### src/rtl/fmat_pkg.sv
// fmat_pkg: shared widths and the pending-write queue entry for the writeback stage.
package fmat_pkg;
    localparam int DATA_WIDTH = 8;
    localparam int ADDR_WIDTH = 3;
    localparam int DEPTH      = 2;

    typedef struct packed {
        logic                  valid;
        logic [ADDR_WIDTH-1:0] rd;
        logic [DATA_WIDTH-1:0] data;
        logic                  dv;
    } wb_entry_t;
endpackage

### src/rtl/wb_stage_if.sv
// wb_stage_if: execute, memory, regfile write/read and forwarding signals of the writeback stage.
interface wb_stage_if;
    import fmat_pkg::*;
    logic                  ex_valid_i, ex_ready_o, ex_wr_i, ex_is_load_i;
    logic [ADDR_WIDTH-1:0] ex_rd_i;
    logic [DATA_WIDTH-1:0] ex_data_i;
    logic                  mem_rvalid_i;
    logic [DATA_WIDTH-1:0] mem_rdata_i;
    logic                  rf_wen_o;
    logic [ADDR_WIDTH-1:0] rf_waddr_o;
    logic [DATA_WIDTH-1:0] rf_wdata_o;
    logic [ADDR_WIDTH-1:0] rd1_addr_i, rd2_addr_i;
    logic [DATA_WIDTH-1:0] rf_rd1_i, rf_rd2_i, fwd1_o, fwd2_o;
    logic                  hazard1_o, hazard2_o, err_o;

    modport slave (
        input  ex_valid_i, ex_wr_i, ex_is_load_i, ex_rd_i, ex_data_i,
               mem_rvalid_i, mem_rdata_i, rd1_addr_i, rd2_addr_i, rf_rd1_i, rf_rd2_i,
        output ex_ready_o, rf_wen_o, rf_waddr_o, rf_wdata_o,
               fwd1_o, fwd2_o, hazard1_o, hazard2_o, err_o
    );
    modport master (
        output ex_valid_i, ex_wr_i, ex_is_load_i, ex_rd_i, ex_data_i,
               mem_rvalid_i, mem_rdata_i, rd1_addr_i, rd2_addr_i, rf_rd1_i, rf_rd2_i,
        input  ex_ready_o, rf_wen_o, rf_waddr_o, rf_wdata_o,
               fwd1_o, fwd2_o, hazard1_o, hazard2_o, err_o
    );
endinterface

### src/rtl/wb_bypass_mux.sv
// wb_bypass_mux: one read port's bypass; youngest queue match wins, then the in-flight write, then the regfile.
module wb_bypass_mux
    import fmat_pkg::*;
(
    input  wb_entry_t             e0,
    input  wb_entry_t             e1,
    input  logic                  wen,
    input  logic [ADDR_WIDTH-1:0] waddr,
    input  logic [DATA_WIDTH-1:0] wdata,
    input  logic [ADDR_WIDTH-1:0] addr,
    input  logic [DATA_WIDTH-1:0] rf_rd,
    output logic [DATA_WIDTH-1:0] fwd,
    output logic                  hazard
);
    logic      m0, m1;
    wb_entry_t hit;

    assign m0     = e0.valid && e0.rd == addr;
    assign m1     = e1.valid && e1.rd == addr;
    assign hit    = m1 ? e1 : e0;
    assign hazard = (m0 || m1) && !hit.dv;
    assign fwd    = (m0 || m1) ? (hit.dv ? hit.data : rf_rd) :
                    (wen && waddr == addr) ? wdata : rf_rd;
endmodule

### src/rtl/wb_stage.sv
// wb_stage: 2-entry in-order writeback queue feeding the regfile write port, with load fill and operand bypass.
module wb_stage
    import fmat_pkg::*;
(
    input logic       clk,
    input logic       rst_i,
    wb_stage_if.slave bus
);
    wb_entry_t             q0, q1, f0, f1, p0, p1, n0, n1, in_e;
    logic                  pop, push, fill0, fill1;
    logic                  wen_q, err_q;
    logic [ADDR_WIDTH-1:0] waddr_q;
    logic [DATA_WIDTH-1:0] wdata_q;

    assign bus.ex_ready_o = !rst_i && !(q0.valid && q1.valid);
    assign bus.rf_wen_o   = wen_q;
    assign bus.rf_waddr_o = waddr_q;
    assign bus.rf_wdata_o = wdata_q;
    assign bus.err_o      = err_q;

    // q0 is always the oldest entry; fill applies first, then pop shifts, then push lands in the first free slot
    always_comb begin
        pop   = q0.valid && q0.dv;
        push  = bus.ex_valid_i && bus.ex_ready_o && bus.ex_wr_i;
        fill0 = bus.mem_rvalid_i && q0.valid && !q0.dv;
        fill1 = bus.mem_rvalid_i && !fill0 && q1.valid && !q1.dv;
        f0    = fill0 ? '{1'b1, q0.rd, bus.mem_rdata_i, 1'b1} : q0;
        f1    = fill1 ? '{1'b1, q1.rd, bus.mem_rdata_i, 1'b1} : q1;
        in_e  = '{1'b1, bus.ex_rd_i, bus.ex_is_load_i ? '0 : bus.ex_data_i, !bus.ex_is_load_i};
        p0    = pop ? f1 : f0;
        p1    = pop ? '0 : f1;
        n0    = (push && !p0.valid) ? in_e : p0;
        n1    = (push && p0.valid) ? in_e : p1;
    end

    always_ff @(posedge clk) begin
        if (rst_i) begin
            q0      <= '0;
            q1      <= '0;
            wen_q   <= 1'b0;
            waddr_q <= '0;
            wdata_q <= '0;
            err_q   <= 1'b0;
        end else begin
            q0    <= n0;
            q1    <= n1;
            wen_q <= pop;
            if (pop) begin
                waddr_q <= q0.rd;
                wdata_q <= q0.data;
            end
            if (bus.mem_rvalid_i && !fill0 && !fill1) err_q <= 1'b1;
        end
    end

    wb_bypass_mux u_byp1 (
        .e0(q0), .e1(q1), .wen(wen_q), .waddr(waddr_q), .wdata(wdata_q),
        .addr(bus.rd1_addr_i), .rf_rd(bus.rf_rd1_i), .fwd(bus.fwd1_o), .hazard(bus.hazard1_o)
    );
    wb_bypass_mux u_byp2 (
        .e0(q0), .e1(q1), .wen(wen_q), .waddr(waddr_q), .wdata(wdata_q),
        .addr(bus.rd2_addr_i), .rf_rd(bus.rf_rd2_i), .fwd(bus.fwd2_o), .hazard(bus.hazard2_o)
    );
endmodule

### src/flat_wrapper.sv
// flat-port wrapper written by rule: the top's interface ports become plain ports
module wb_stage_flat import fmat_pkg::*;
  (clk, rst_i, bus_ex_valid_i, bus_ex_wr_i, bus_ex_is_load_i, bus_ex_rd_i, bus_ex_data_i, bus_mem_rvalid_i, bus_mem_rdata_i, bus_rd1_addr_i, bus_rd2_addr_i, bus_rf_rd1_i, bus_rf_rd2_i, bus_ex_ready_o, bus_rf_wen_o, bus_rf_waddr_o, bus_rf_wdata_o, bus_fwd1_o, bus_fwd2_o, bus_hazard1_o, bus_hazard2_o, bus_err_o);
  wb_stage_if bus_i ();
  input logic clk;
  input logic rst_i;
  input wire logic [$bits(bus_i.ex_valid_i)-1:0] bus_ex_valid_i;
  input wire logic [$bits(bus_i.ex_wr_i)-1:0] bus_ex_wr_i;
  input wire logic [$bits(bus_i.ex_is_load_i)-1:0] bus_ex_is_load_i;
  input wire logic [$bits(bus_i.ex_rd_i)-1:0] bus_ex_rd_i;
  input wire logic [$bits(bus_i.ex_data_i)-1:0] bus_ex_data_i;
  input wire logic [$bits(bus_i.mem_rvalid_i)-1:0] bus_mem_rvalid_i;
  input wire logic [$bits(bus_i.mem_rdata_i)-1:0] bus_mem_rdata_i;
  input wire logic [$bits(bus_i.rd1_addr_i)-1:0] bus_rd1_addr_i;
  input wire logic [$bits(bus_i.rd2_addr_i)-1:0] bus_rd2_addr_i;
  input wire logic [$bits(bus_i.rf_rd1_i)-1:0] bus_rf_rd1_i;
  input wire logic [$bits(bus_i.rf_rd2_i)-1:0] bus_rf_rd2_i;
  output wire logic [$bits(bus_i.ex_ready_o)-1:0] bus_ex_ready_o;
  output wire logic [$bits(bus_i.rf_wen_o)-1:0] bus_rf_wen_o;
  output wire logic [$bits(bus_i.rf_waddr_o)-1:0] bus_rf_waddr_o;
  output wire logic [$bits(bus_i.rf_wdata_o)-1:0] bus_rf_wdata_o;
  output wire logic [$bits(bus_i.fwd1_o)-1:0] bus_fwd1_o;
  output wire logic [$bits(bus_i.fwd2_o)-1:0] bus_fwd2_o;
  output wire logic [$bits(bus_i.hazard1_o)-1:0] bus_hazard1_o;
  output wire logic [$bits(bus_i.hazard2_o)-1:0] bus_hazard2_o;
  output wire logic [$bits(bus_i.err_o)-1:0] bus_err_o;
  assign bus_i.ex_valid_i = bus_ex_valid_i;
  assign bus_i.ex_wr_i = bus_ex_wr_i;
  assign bus_i.ex_is_load_i = bus_ex_is_load_i;
  assign bus_i.ex_rd_i = bus_ex_rd_i;
  assign bus_i.ex_data_i = bus_ex_data_i;
  assign bus_i.mem_rvalid_i = bus_mem_rvalid_i;
  assign bus_i.mem_rdata_i = bus_mem_rdata_i;
  assign bus_i.rd1_addr_i = bus_rd1_addr_i;
  assign bus_i.rd2_addr_i = bus_rd2_addr_i;
  assign bus_i.rf_rd1_i = bus_rf_rd1_i;
  assign bus_i.rf_rd2_i = bus_rf_rd2_i;
  assign bus_ex_ready_o = bus_i.ex_ready_o;
  assign bus_rf_wen_o = bus_i.rf_wen_o;
  assign bus_rf_waddr_o = bus_i.rf_waddr_o;
  assign bus_rf_wdata_o = bus_i.rf_wdata_o;
  assign bus_fwd1_o = bus_i.fwd1_o;
  assign bus_fwd2_o = bus_i.fwd2_o;
  assign bus_hazard1_o = bus_i.hazard1_o;
  assign bus_hazard2_o = bus_i.hazard2_o;
  assign bus_err_o = bus_i.err_o;
  wb_stage u_core (.clk(clk), .rst_i(rst_i), .bus(bus_i));
endmodule
### config.mk
export PLATFORM = sky130hd
export DESIGN_NAME = wb_stage_flat
export DESIGN_NICKNAME = d
export VERILOG_FILES = /design/src/rtl/fmat_pkg.sv /design/src/rtl/wb_stage_if.sv /design/src/rtl/wb_bypass_mux.sv /design/src/rtl/wb_stage.sv /design/src/flat_wrapper.sv
export SDC_FILE = /design/constraint.sdc
export NUM_CORES = 1
export LEC_CHECK = 0
export BUFFER_PORTS_ARGS = -buffer_cell sky130_fd_sc_hd__buf_2
export CORE_UTILIZATION = 46
export DETAILED_ROUTE_END_ITERATION = 8
export PLACE_DENSITY = 0.81
export RECOVER_POWER = 100
export SLEW_MARGIN = 20
export SYNTH_ARGS = -nofsm -noshare
export SYNTH_HDL_FRONTEND = slang
export SYNTH_HIERARCHICAL = 1
export SYNTH_SLANG_ARGS = --single-unit
### constraint.sdc
create_clock -name clk -period 2.3 [get_ports clk]
set_input_delay 0.46 -clock clk [delete_from_list [all_inputs] [get_ports clk]]
set_output_delay 0.46 -clock clk [all_outputs]
set_load 0.05 [all_outputs]
# Word-level counts from Yosys, hierarchy flattened
# Index checks and enable logic that the tools add are counted.
[classes]
mux = 15
eq_ne = 6
reduce_logical = 35
[op_table]
columns = ["operator", "count"]
rows = [
  ["13-bit two-way mux", 6],
  ["8-bit two-way mux", 7],
  ["1-bit logical AND", 21],
  ["3-bit equality test", 6],
  ["9-bit two-way mux", 2],
  ["1-bit logical NOT", 10],
  ["3-bit nonzero test", 1],
  ["1-bit logical OR", 2],
  ["2-bit nonzero test", 1],
]
[totals]
out_inout_bits = 32
elab_cells = 68
input_bits = 47
reg_bits = 39

# Depth between registers and ports, before layout
# Gate-level depths: netlist of run 1.
[depth]
depth_word = 11
depth_mapped = 7
mapped_depth_nobuf = 5

# Modules after synthesis
# The synthesis of run 1 kept the hierarchy.
[modules_own_cells]
columns = ["mod", "area_each_um2", "cells_per_inst", "n_inst"]
rows = [
  ["wb_stage", 1754.2, 209, 1],
  ["wb_bypass_mux", 364.1, 47, 2],
]

# Worst setup path after synthesis of run 1
# No wires, ideal clock.
[synth_path]
kind = "input port to output port"
start = "in bus_rd1_addr_i[2]"
end = "out bus_fwd1_o[0]"
cell_stages = 6
t_required_ps = 1840
path_slack_ps = -386
arrival_ps = 2226
n_path_buf = 1
path_cell_list = "xnor2_1 -> and4_1 -> clkbuf_2 -> or4_4 -> nor2_1 -> a221o_1"
[synth_via]
elab_chain_cells = 5
elab_cells_between_ends = 11
cone_classes = "eq/ne (3); mux (4); reduce/logical (4)"
[synth_lines]
columns = ["item", "line_no", "rtl"]
rows = [
  ["start, declared", "flat_wrapper.sv:14", "input wire logic [$bits(bus_i.rd1_addr_i)-1:0] bus_rd1_addr_i;"],
  ["3-bit equality test", "wb_bypass_mux.sv:19", "assign m1 = e1.valid && e1.rd == addr;"],
  ["1-bit logical AND", "wb_bypass_mux.sv:19", ""],
  ["9-bit two-way mux", "wb_bypass_mux.sv:20", "assign hit = m1 ? e1 : e0;"],
  ["8-bit two-way mux", "wb_bypass_mux.sv:22", "assign fwd = (m0 || m1) ? (hit.dv ? hit.data : rf_rd) :"],
  ["8-bit two-way mux *", "wb_bypass_mux.sv:22", ""],
  ["end, declared", "flat_wrapper.sv:22", "output wire logic [$bits(bus_i.fwd1_o)-1:0] bus_fwd1_o;"],
]
# Every way passes the cells marked *; elsewhere a longest branch is shown, timed or not.

# Worst setup path in the final report of run 1
[layout_path]
start = "reg u_core.waddr_q[0] (netlist: u_core/bus.rf_waddr_o[0])"
end = "out bus_fwd2_o[1]"
[layout_via]
elab_chain_cells = 4
[layout_lines]
columns = ["item", "line_no", "rtl"]
rows = [
  ["start, declared", "wb_stage.sv:12", "logic [ADDR_WIDTH-1:0] waddr_q;"],
  ["start signal, assigned", "wb_stage.sv:49", "waddr_q <= q0.rd;"],
  ["3-bit equality test", "wb_bypass_mux.sv:23", "(wen && waddr == addr) ? wdata : rf_rd;"],
  ["1-bit logical AND", "wb_bypass_mux.sv:23", ""],
  ["8-bit two-way mux", "wb_bypass_mux.sv:23", ""],
  ["8-bit two-way mux", "wb_bypass_mux.sv:22", ""],
  ["end, declared", "flat_wrapper.sv:23", "output wire logic [$bits(bus_i.fwd2_o)-1:0] bus_fwd2_o;"],
]
# No other way between the ends.

==> impl_metrics.yaml, run 1 <==
die:
  core_area_sq_um: 5140
  start_util_pct: 48.3
  dieWidth_microns: 75.5
  die_area_sq_um: 5690
  row_count: 26
  dieHeight_microns: 75.5
  ios: 79
critical_path:
  path_max_fanout: 8
  path_depth: 6
  path_delay_family: "simple AND/OR/NAND/NOR gates"
  crit_path_start_kind: "flop"
  r2r_end: "u_core/q0[8]$_SDFFE_PP0P_"
  reg2reg_from: "u_core/q0[0]$_SDFFE_PP0P_"
  worstSetupPathType: "flop to output port"
  crit_path_start: "u_core/bus.rf_waddr_o[0]$_SDFFE_PP0P_"
  reg2reg_setup_slack_ns: 0.19
  path_buf_inv: 1
  slowest_stage: "or4_4"
  crit_arrival_ns: 2.19
  crit_path_end_kind: "output port"
  max_stage_delay_ns: 0.56
  cp_cell_sequence: "xnor2_1 > nand2_1 > or4_4 > o2bb2ai_4 > a221o_2 > buf_6"
  cp.required_ns: 1.84
  rr_worst_depth: 5
run_status:
  violations: "negative setup slack"
  outcome: "complete, but fails checks"
placement:
  port_buffers: 78
  gp_congestion: 0.899
  placed_cell_area_sq_um: 3120
  hpwl_mm: 5.70
layout:
  synthToLayoutAreaGrowth_pct: 34.1
  nets: 448
  register_area_sq_um: 787
  n_antenna_cell: 0
  multi_input_area_sq_um: 1580
  final_layout_size_suffix_gt1_share_pct: 34.3
  nFillCells: 480
  utilization_pct: 64.8
  final_area_sq_um: 3330
hold_path:
  hold_path_end: "u_core/q0[0]$_SDFFE_PP0P_"
  holdCritPathClass: "primary input to flop"
  hold_depth: 2
  min_from: "bus_ex_is_load_i"
clock_tree:
  cts_root_buf: "clkbuf_8"
  cts_num_sinks: 39
  cts_tree: "built"
  clock_path_buffers: 2
  insertion_delay_ns: 0.30
  numCtsBuffers: 5
  path_clk_slew_ns: 0.08
  cts_max_level: 2
timing:
  worst_pin_slew_ns: 0.650
  hold_viol: 0
  rsz0062_at_grt: "true"
  fmax_ghz: 0.377
  report.final.setup_viol: 16
  layout_setup_ws_ns: -0.351
  fin_crit_ns: 2.65
  post-route-period-util_pct: 115
  skew_ns: 0.0103
  slew_headroom_pct: 56.7
  drv_slew: 0
  holdWs_ns: 0.406
logic_synthesis:
  synth_seq_cells: 39
  yosysMostFrequentCell: "nand2_1"
  synth_area_leader_cell: "dfxtp_1"
  synth_cell_types: 44
  synth-seq-area-share_pct: 31.5
  synth_edf_count: 0
  synth_top_area_share_pct: 31.5
  ys_top_cells_by_area: "dfxtp_1 (31%), nand2_1 (8.0%), a221o_1 (6.5%), xnor2_1 (4.9%), a21oi_1 (4.4%)"
  synth_ff_type: "dfxtp_1"
  netlist_area_sq_um: 2480
  syn_inst: 303
  ys_warn_count: 6
  syn_avg_cell_area_sq_um: 8.19
  postSynthNetCount: 350
  synth_commonest_cells: "nand2_1 (53), dfxtp_1 (39), a21oi_1 (22), nand3_1 (22), a221o_1 (16)"
  async_flop_share_pct: 0
global_route:
  grt_max_degree: 19
  grt_pass1_vias: 2626
  grt.overflow.total: 0
  antenna_found_initial: 0
  grt_first_pass_wirelength_mm: 12.2
  grt_usage_pct: 28.4
power:
  power_density_nw_per_um2: 503
  leakage_uw: 0.00126
  vdd_drop_max_v: 0.000317
route:
  viasPerCell: 6.06
  via_count: 2861
  detail_route.wl_per_cell_microns: 16.8
  drt-pass1-iter-count: 5
  drtIter0Drc: 247
  wl_mm: 7.95
  drc: 0
  ant_nets: 0
flow_run:
  maxCapViolations: 0
-- stage by stage --
step / worst slack (ns) / cells / total power, uW / setup TNS (ns)
after floorplan: -0.126 / 303 / 938 / -2.02
after global placement: -0.302 / 462 / 1050 / -4.76
after detailed placement: -0.313 / 462 / 1060 / -4.82
after CTS: -0.318 / 472 / 1680 / -4.98
after global routing: -0.397 / 472 / 1730 / -6.10
final: -0.351 / 472 / 1670 / -5.21
-- state kept, by name (all words and copies together) (netlist names) --
name / flops
u_core/q0: 13
u_core/bus.err_o: 1
u_core/q1: 13
u_core/bus.rf_wen_o: 1
u_core/bus.rf_wdata_o: 8
u_core/bus.rf_waddr_o: 3
-- timing repair --
item | in CTS | in global routing
resized for setup | 34 | 1
buffers inserted | 2 | 0
hold buffers | 0 | 0
setup endpoints to repair | 16 | 16
-- cells in the final DEF, fill, tap and decap left out, drive strengths merged, types with 12 or more instances in the layout --
cell type and instances:
buf 95, nand2 53, dfxtp 39, clkbuf 23, a21oi 22, nand3 22
a221o 16, xnor2 14, o21ai 12
-- layout make-up --
| cell class | count | share of cell area [%] |
|---|---|---|
| Clock buffer | 6 | 2.48 |
| Multi-Input combinational cell | 233 | 47.4 |
| Tap cell | 70 | 2.63 |
| Inverter | 10 | 1.13 |
| Sequential cell | 39 | 23.6 |
| Clock inverter | 2 | 1.05 |
| Timing Repair Buffer | 112 | 21.6 |
-- power by group --
group	switching (uW)	internal, uW
combinational	209	147
sequential	22.8	690
clock	254	351
total	486	1190
-- kinds of logic (layout without fill, tap and decap cells) --
logic type | Yosys count | count (layout) | synth area share [%]
simple gates | 109 | 109 | 22.2
mux | 10 | 10 | 4.13
xor+xnor | 18 | 18 | 6.35
compound gates | 96 | 96 | 29.9
buf+inv | 31 | 130 | 5.95
flops | 39 | 39 | 31.5
-- per-layer routing --
metal	vias to the layer above	track usage [%]	share of wire (%)
met1	1345	33.1	41
met5	-	0	0
met3	23	3.84	5.9
met4	0	14.2	3.5
li1	1348	-	-
met2	145	51.1	50
-- worst max-delay path by stage --
stage / to / slack (ns)
2_1_floorplan: bus_fwd1_o[0] / -0.13
3_3_place_gp: bus_fwd1_o[0] / -0.30
3_5_place_dp: bus_fwd2_o[1] / -0.31
4_1_cts: bus_fwd2_o[1] / -0.32
5_1_grt: bus_fwd2_o[1] / -0.40
6_report: bus_fwd2_o[1] / -0.35
Note: power is estimated with default switching activity, not from simulation.
==> run 2: changes to the inputs <==
==> constraint.sdc (replaced) <==
create_clock -name clk -period 2.3 [get_ports clk]
set_input_delay 0.23 -clock clk [delete_from_list [all_inputs] [get_ports clk]]
set_output_delay 0.23 -clock clk [all_outputs]
set_load 0.05 [all_outputs]
==> run 2 against run 1 <==
Net effect:
- the run still ends with negative setup slack left
- fmax grew 9.9%
- final area is 0.68% higher
- die area unchanged
- largest power group unchanged
==> impl_metrics.yaml, run 2 (synthesis results as in run 1) <==
run_status:
  outcome: "complete, but fails checks"
  violations: "negative setup slack"
power:
  power_density_nw_per_um2: 496
  vdd_drop_max_v: 0.000447
  leakage_uw: 0.00131
  clockPowerShare_pct: 35.4
  comb_power_share_pct: 22.0
  seqPwrFrac_pct: 42.7
  swShare_pct: 29.9
  p_int_uw: 1160
  p_switching_uw: 497
critical_path:
  reg2reg_from: "u_core/q0[0]$_SDFFE_PP0P_"
  r2r_end: "u_core/q0[9]$_SDFFE_PP0P_"
  crit_arrival_ns: 2.18
  worstSetupPathType: "flop to output port"
  reg2reg_setup_slack_ns: 0.32
  slowest_stage: "or4_4"
  path_common_cell: "buf_4"
  max_stage_delay_ns: 0.45
  crit_path_start_kind: "flop"
  rr_worst_depth: 5
  crit_path_end_kind: "output port"
  path_max_fanout: 7
  cp_cell_sequence: "xnor2_1 > and4_1 > or4_4 > buf_4 > nor2_2 > buf_4 > a221o_2 > buf_8"
  cp.required_ns: 2.07
route:
  ant_nets: 0
  viasPerCell: 5.95
  via_count: 2779
  detail_route.wl_per_cell_microns: 17.0
  wl_mm: 7.96
  drt-pass1-iter-count: 4
  drtIter0Drc: 260
  drc: 0
hold_path:
  holdCritPathClass: "primary input to flop"
  hold_path_end: "u_core/q0[0]$_SDFFE_PP0P_"
  min_from: "bus_ex_is_load_i"
  hold_depth: 2
flow_run:
  maxCapViolations: 0
global_route:
  grt_max_degree: 36
  antenna_found_initial: 0
  grt_usage_pct: 29.5
  grt.overflow.total: 0
  grt_pass1_vias: 2680
  grt_first_pass_wirelength_mm: 12.6
die:
  dieWidth_microns: 75.5
  start_util_pct: 48.3
  row_count: 26
  die_area_sq_um: 5690
  dieHeight_microns: 75.5
  ios: 79
  core_area_sq_um: 5140
timing:
  hold_viol: 0
  layout_setup_ws_ns: -0.112
  fin_crit_ns: 2.41
  worst_pin_slew_ns: 0.609
  slew_headroom_pct: 59.1
  fmax_ghz: 0.415
  rsz0062_at_grt: "true"
  skew_ns: 0.00431
  post-route-period-util_pct: 105
  report.final.setup_viol: 16
  drv_slew: 0
  tns_ns: -1.54
clock_tree:
  cts_num_sinks: 39
  insertion_delay_ns: 0.29
  cts_max_level: 2
  cts_tree: "built"
  path_clk_slew_ns: 0.08
  cts_root_buf: "clkbuf_8"
  clock_path_buffers: 2
  numCtsBuffers: 5
placement:
  placed_cell_area_sq_um: 3070
  pre_cts_slack_ns: 0.0203
  hpwl_mm: 5.75
  gp_congestion: 0.905
  port_buffers: 78
layout:
  synthToLayoutAreaGrowth_pct: 35.0
  utilization_pct: 65.2
  n_antenna_cell: 0
  register_area_sq_um: 788
  mostFrequentLayoutCells: "buf_2 (61), nand2_1 (53), dfxtp_1 (35)"
  nFillCells: 467
  final_layout_size_suffix_gt1_share_pct: 36.8
  final_area_sq_um: 3350
  multi_input_area_sq_um: 1590
  final_common_cell: "buf_2"
  nets: 443
## run 2: changes by cell type in the layout (fill, tap and decap cells not counted), sizes merged
cell | previous run | this run
clkbuf | 23 | 6
buf | 95 | 106
clkinv | 1 | 2
## run 2: cell type report
type	count	share of cell area, %
clock inverters	3	1.31
inverters	10	1.12
well taps	70	2.61
flip-flops and latches	39	23.5
clock buffers	5	2.05
repair buffers	107	22.0
multi-input cells	233	47.4
## run 2: through the flow
stage	total power [uW]	instances	hold slack (ns)
after floorplan	937	303	0.319
after global placement	1040	457	0.466
final	1660	467	0.162
after CTS	1660	467	0.154
after global routing	1730	467	0.155
after detailed placement	1050	457	0.469
## run 2: repair_timing
item | in CTS | in global routing
endpoints found under the setup margin | 16 | 16
gates resized for setup | 43 | 5
pin swaps | 19 | 1
setup buffers | 2 | 0
hold buffers | 0 | 0
## run 2: worst max-delay path, delay by kind of cell (launching register included)
kind            cells  cell delay [ns]
flops               1             0.35
simple gates        3             0.74
xor+xnor            1             0.13
compound gates      1             0.18
buf+inv             3             0.48
## run 2: per-layer routing
| layer | track usage (%) | part of all wire [%] | wire, microns |
|---|---|---|---|
| met3 | 5.56 | 5.7 | 450 |
| met2 | 52.4 | 52 | 4120 |
| met4 | 11.7 | 1.8 | 144 |
| met5 | 0 | 0 | 0 |
| met1 | 34.9 | 41 | 3250 |
## run 2: worst max path at each step
| stage | endpoint | depth (start not counted) | from |
|---|---|---|---|
| after detailed placement | bus_fwd2_o[5] | 7 | bus_rd2_addr_i[2] |
| after global placement | bus_fwd1_o[0] | 7 | bus_rd1_addr_i[2] |
| after CTS | bus_fwd2_o[2] | 6 | u_core/bus.rf_waddr_o[0]$_SDFFE_PP0P_ |
| after floorplan | bus_fwd1_o[3] | 4 | u_core/bus.rf_waddr_o[1]$_SDFFE_PP0P_ |
| final | bus_fwd1_o[1] | 8 | u_core/q0[9]$_SDFFE_PP0P_ |
| after global routing | bus_fwd1_o[1] | 6 | u_core/bus.rf_waddr_o[0]$_SDFFE_PP0P_ |
## run 2: power groups by stage
| stage | clock (uW) | sequential [uW] | combinational, uW |
|---|---|---|---|
| after global routing | 628 | 712 | 391 |
| final | 587 | 709 | 365 |
| after CTS | 591 | 710 | 358 |
| after detailed placement | 0 | 725 | 324 |
| after floorplan | 0 | 726 | 211 |
| after global placement | 0 | 725 | 319 |
==> run 3: changes to the inputs <==
--- a/config.mk
+++ b/config.mk
@@ -13,5 +13,4 @@
 export SLEW_MARGIN = 20
 export SYNTH_ARGS = -nofsm -noshare
 export SYNTH_HDL_FRONTEND = slang
-export SYNTH_HIERARCHICAL = 1
 export SYNTH_SLANG_ARGS = --single-unit
==> run 3 against run 2 <==
Net effect:
- the run now ends clean
- largest power group unchanged
- utilization shrank 3.6 points
- synthesized area fell by 1.5%
- largest cell class unchanged
- critical path depth is 2 lower
- count of clock-buffer cells in the layout up 1
- clock power is 20% lower
- sequential share of layout area up 1.8 points
- clock skew increased by 0.0052 ns
- synthesized cell count fell by 2.3%
- via count fell by 1.9%
- register-to-register slack got worse by 0.03 ns
- global-route usage decreased by 3.8 points
==> impl_metrics.yaml, run 3 <==
run_status:
  outcome: "finished, final reports clean"
route:
  drtIter0Drc: 255
  drt-pass1-iter-count: 5
  wl_mm: 7.37
  via_count: 2726
  detail_route.wl_per_cell_microns: 16.6
  viasPerCell: 6.13
  ant_nets: 0
  drc: 0
global_route:
  grt.overflow.total: 0
  grt_max_degree: 31
  grt_usage_pct: 25.7
  grt_pass1_vias: 2249
  grt_first_pass_wirelength_mm: 10.7
  antenna_found_initial: 0
die:
  dieHeight_microns: 74.9
  ios: 79
  die_area_sq_um: 5610
  core_area_sq_um: 5110
  start_util_pct: 47.9
  row_count: 26
  dieWidth_microns: 74.9
logic_synthesis:
  ys_top_cells_by_area: "dfxtp_1 (32%), a221o_1 (6.6%), a32o_1 (6.6%), nand2_1 (5.8%), a21oi_1 (4.7%)"
  synth_top_area_share_pct: 31.9
  synth-seq-area-share_pct: 31.9
  synth_ff_type: "dfxtp_1"
  synth_seq_cells: 39
  async_flop_share_pct: 0
  synth_edf_count: 0
  netlist_area_sq_um: 2440
  synth_commonest_cells: "dfxtp_1 (39), nand2_1 (38), nor2_1 (29)"
  syn_inst: 296
  yosysMostFrequentCell: "dfxtp_1"
  postSynthNetCount: 343
  synth_cell_types: 42
  synth_area_leader_cell: "dfxtp_1"
  ys_warn_count: 0
  syn_avg_cell_area_sq_um: 8.26
layout:
  final_area_sq_um: 3150
  n_antenna_cell: 0
  nets: 421
  final_layout_size_suffix_gt1_share_pct: 31.2
  nFillCells: 460
  synthToLayoutAreaGrowth_pct: 28.7
  final_common_cell: "buf_2"
  mostFrequentLayoutCells: "buf_2 (48), nand2_1 (38), dfxtp_1 (32)"
critical_path:
  path_max_fanout: 8
  rr_worst_depth: 6
  crit_path_start_kind: "flop"
  worstSetupPathType: "flop to output port"
  reg2reg_from: "u_core.q0[12]$_SDFF_PP0_"
  crit_path_start: "u_core.q1[11]$_SDFFE_PP0P_"
  crit_arrival_ns: 2.06
  reg2reg_setup_slack_ns: 0.29
  setup.worst_path.end: "bus_fwd1_o[6]"
  r2r_end: "u_core.q0[3]$_SDFFE_PP0P_"
  cp.required_ns: 2.07
  crit_path_end_kind: "output port"
power:
  seqPwrFrac_pct: 46.9
  p_int_uw: 1050
  vdd_drop_max_v: 0.000297
  clockPowerShare_pct: 30.4
  p_total_uw: 1550
  power_density_nw_per_um2: 492
  p_switching_uw: 503
  comb_power_share_pct: 22.7
  leakage_uw: 0.00128
  swShare_pct: 32.4
placement:
  hpwl_mm: 4.97
  gp_congestion: 0.943
  placed_cell_area_sq_um: 2880
  port_buffers: 78
timing:
  drv_slew: 0
  post-route-period-util_pct: 99.8
  slew_headroom_pct: 60.3
  rsz0062_at_grt: "true"
  hold_viol: 0
  fmax_ghz: 0.436
  fin_crit_ns: 2.29
  worst_pin_slew_ns: 0.598
  tns_ns: 0
  skew_ns: 0.00950
  report.final.setup_viol: 0
clock_tree:
  cts_max_level: 2
  cts_hold_buf: 0
  cts_num_sinks: 39
  cts_tree: "built"
  numCtsBuffers: 5
  insertion_delay_ns: 0.30
  cts_root_buf: "clkbuf_8"
  clock_path_buffers: 2
  path_clk_slew_ns: 0.09
hold_path:
  holdCritPathClass: "primary input to flop"
flow_run:
  maxCapViolations: 0
==> run 3: cell types whose count changed after synthesis, moves of 5 or more <==
cell and change:
nand3_1 -17, nor2_1 +22, a31oi_1 -9, o21ai_1 -6, o21ai_0 -5, nor3_1 +6
o32a_1 +7, nand2_1 -15, a32o_1 +8, o32ai_1 -6, nand3b_1 +6, o22ai_1 -5
==> run 3: through the flow <==
step | instances | setup slack [ns] | utilization (%) | hold WS (ns)
finish | 445 | 0.00567 | 61.6 | 0.177
global route | 445 | -0.0551 | 61.6 | 0.186
CTS | 439 | 0.0196 | 58.7 | 0.170
detailed placement | 431 | 0.172 | 56.4 | 0.466
global placement | 431 | 0.245 | 56.4 | 0.449
floorplan | 296 | 0.121 | - | 0.366
==> run 3: how the worst min path moves through the flow <==
stage / from / to / slack (ns) / depth (start not counted)
floorplan: bus_ex_rd_i[1] / u_core.q1[10]$_SDFFE_PP0P_ / 0.37 / 2
global placement: u_core.bus.err_o$_SDFFE_PP0P_ / u_core.bus.err_o$_SDFFE_PP0P_ / 0.45 / 2
detailed placement: u_core.bus.err_o$_SDFFE_PP0P_ / u_core.bus.err_o$_SDFFE_PP0P_ / 0.47 / 2
CTS: bus_ex_rd_i[2] / u_core.q1[11]$_SDFFE_PP0P_ / 0.17 / 3
global route: bus_ex_rd_i[2] / u_core.q1[11]$_SDFFE_PP0P_ / 0.19 / 3
finish: bus_ex_data_i[7] / u_core.q0[8]$_SDFFE_PP0P_ / 0.18 / 3
==> run 3: metal layers <==
metal  global-route usage [%]  share of wire (%)
met1                     34.6                 41
met2                     40.2                 47
met3                     5.35                 10
met4                     10.1                1.9
met5                        0                  0
==> run 3: area by class of cell <==
cell class                 instances  area (sq um)  share of cell area [%]
multi-input combinational        227          1610                    51.1
sequential                        39           797                    25.3
timing repair buffer              92           537                    17.1
tap                               70          87.6                    2.78
clock buffer                       6          72.6                    2.31
inverter                           9          33.8                    1.07
clock inverter                     2          12.5                   0.398
==> run 3: kinds of logic after synthesis <==
kind of cell	after synthesis	synth area share [%]
and+or+nand+nor	105	20.3
AOI/OAI and AO/OA	94	31.8
muxes	8	3.28
buffers and inverters	32	6.19
DFF	39	31.9
xor gates and xnor gates	18	6.45
==> run 3: what timing repair did <==
item                                    CTS  global route
setup buffers                             0             4
pin swaps                                 0            13
cloned                                    0             2
endpoints found under the setup margin   16            16
gates resized for setup                  13            56
==> run 3: worst max-delay path, cell delays in order, from the launching register on <==
cell	delay (ns)
dfxtp_4	0.37
xnor2_2	0.19
nand4_1	0.22
buf_4	0.21
a31o_4	0.27
a221o_1	0.31
buf_4	0.20
==> run 3: power by group through the flow <==
stage          clock (uW)  sequential, uW  combinational (uW)
2_1_floorplan           0             741                 222
3_3_place_gp            0             741                 313
3_5_place_dp            0             743                 316
4_1_cts               473             728                 323
5_1_grt               501             729                 378
6_report              471             727                 352
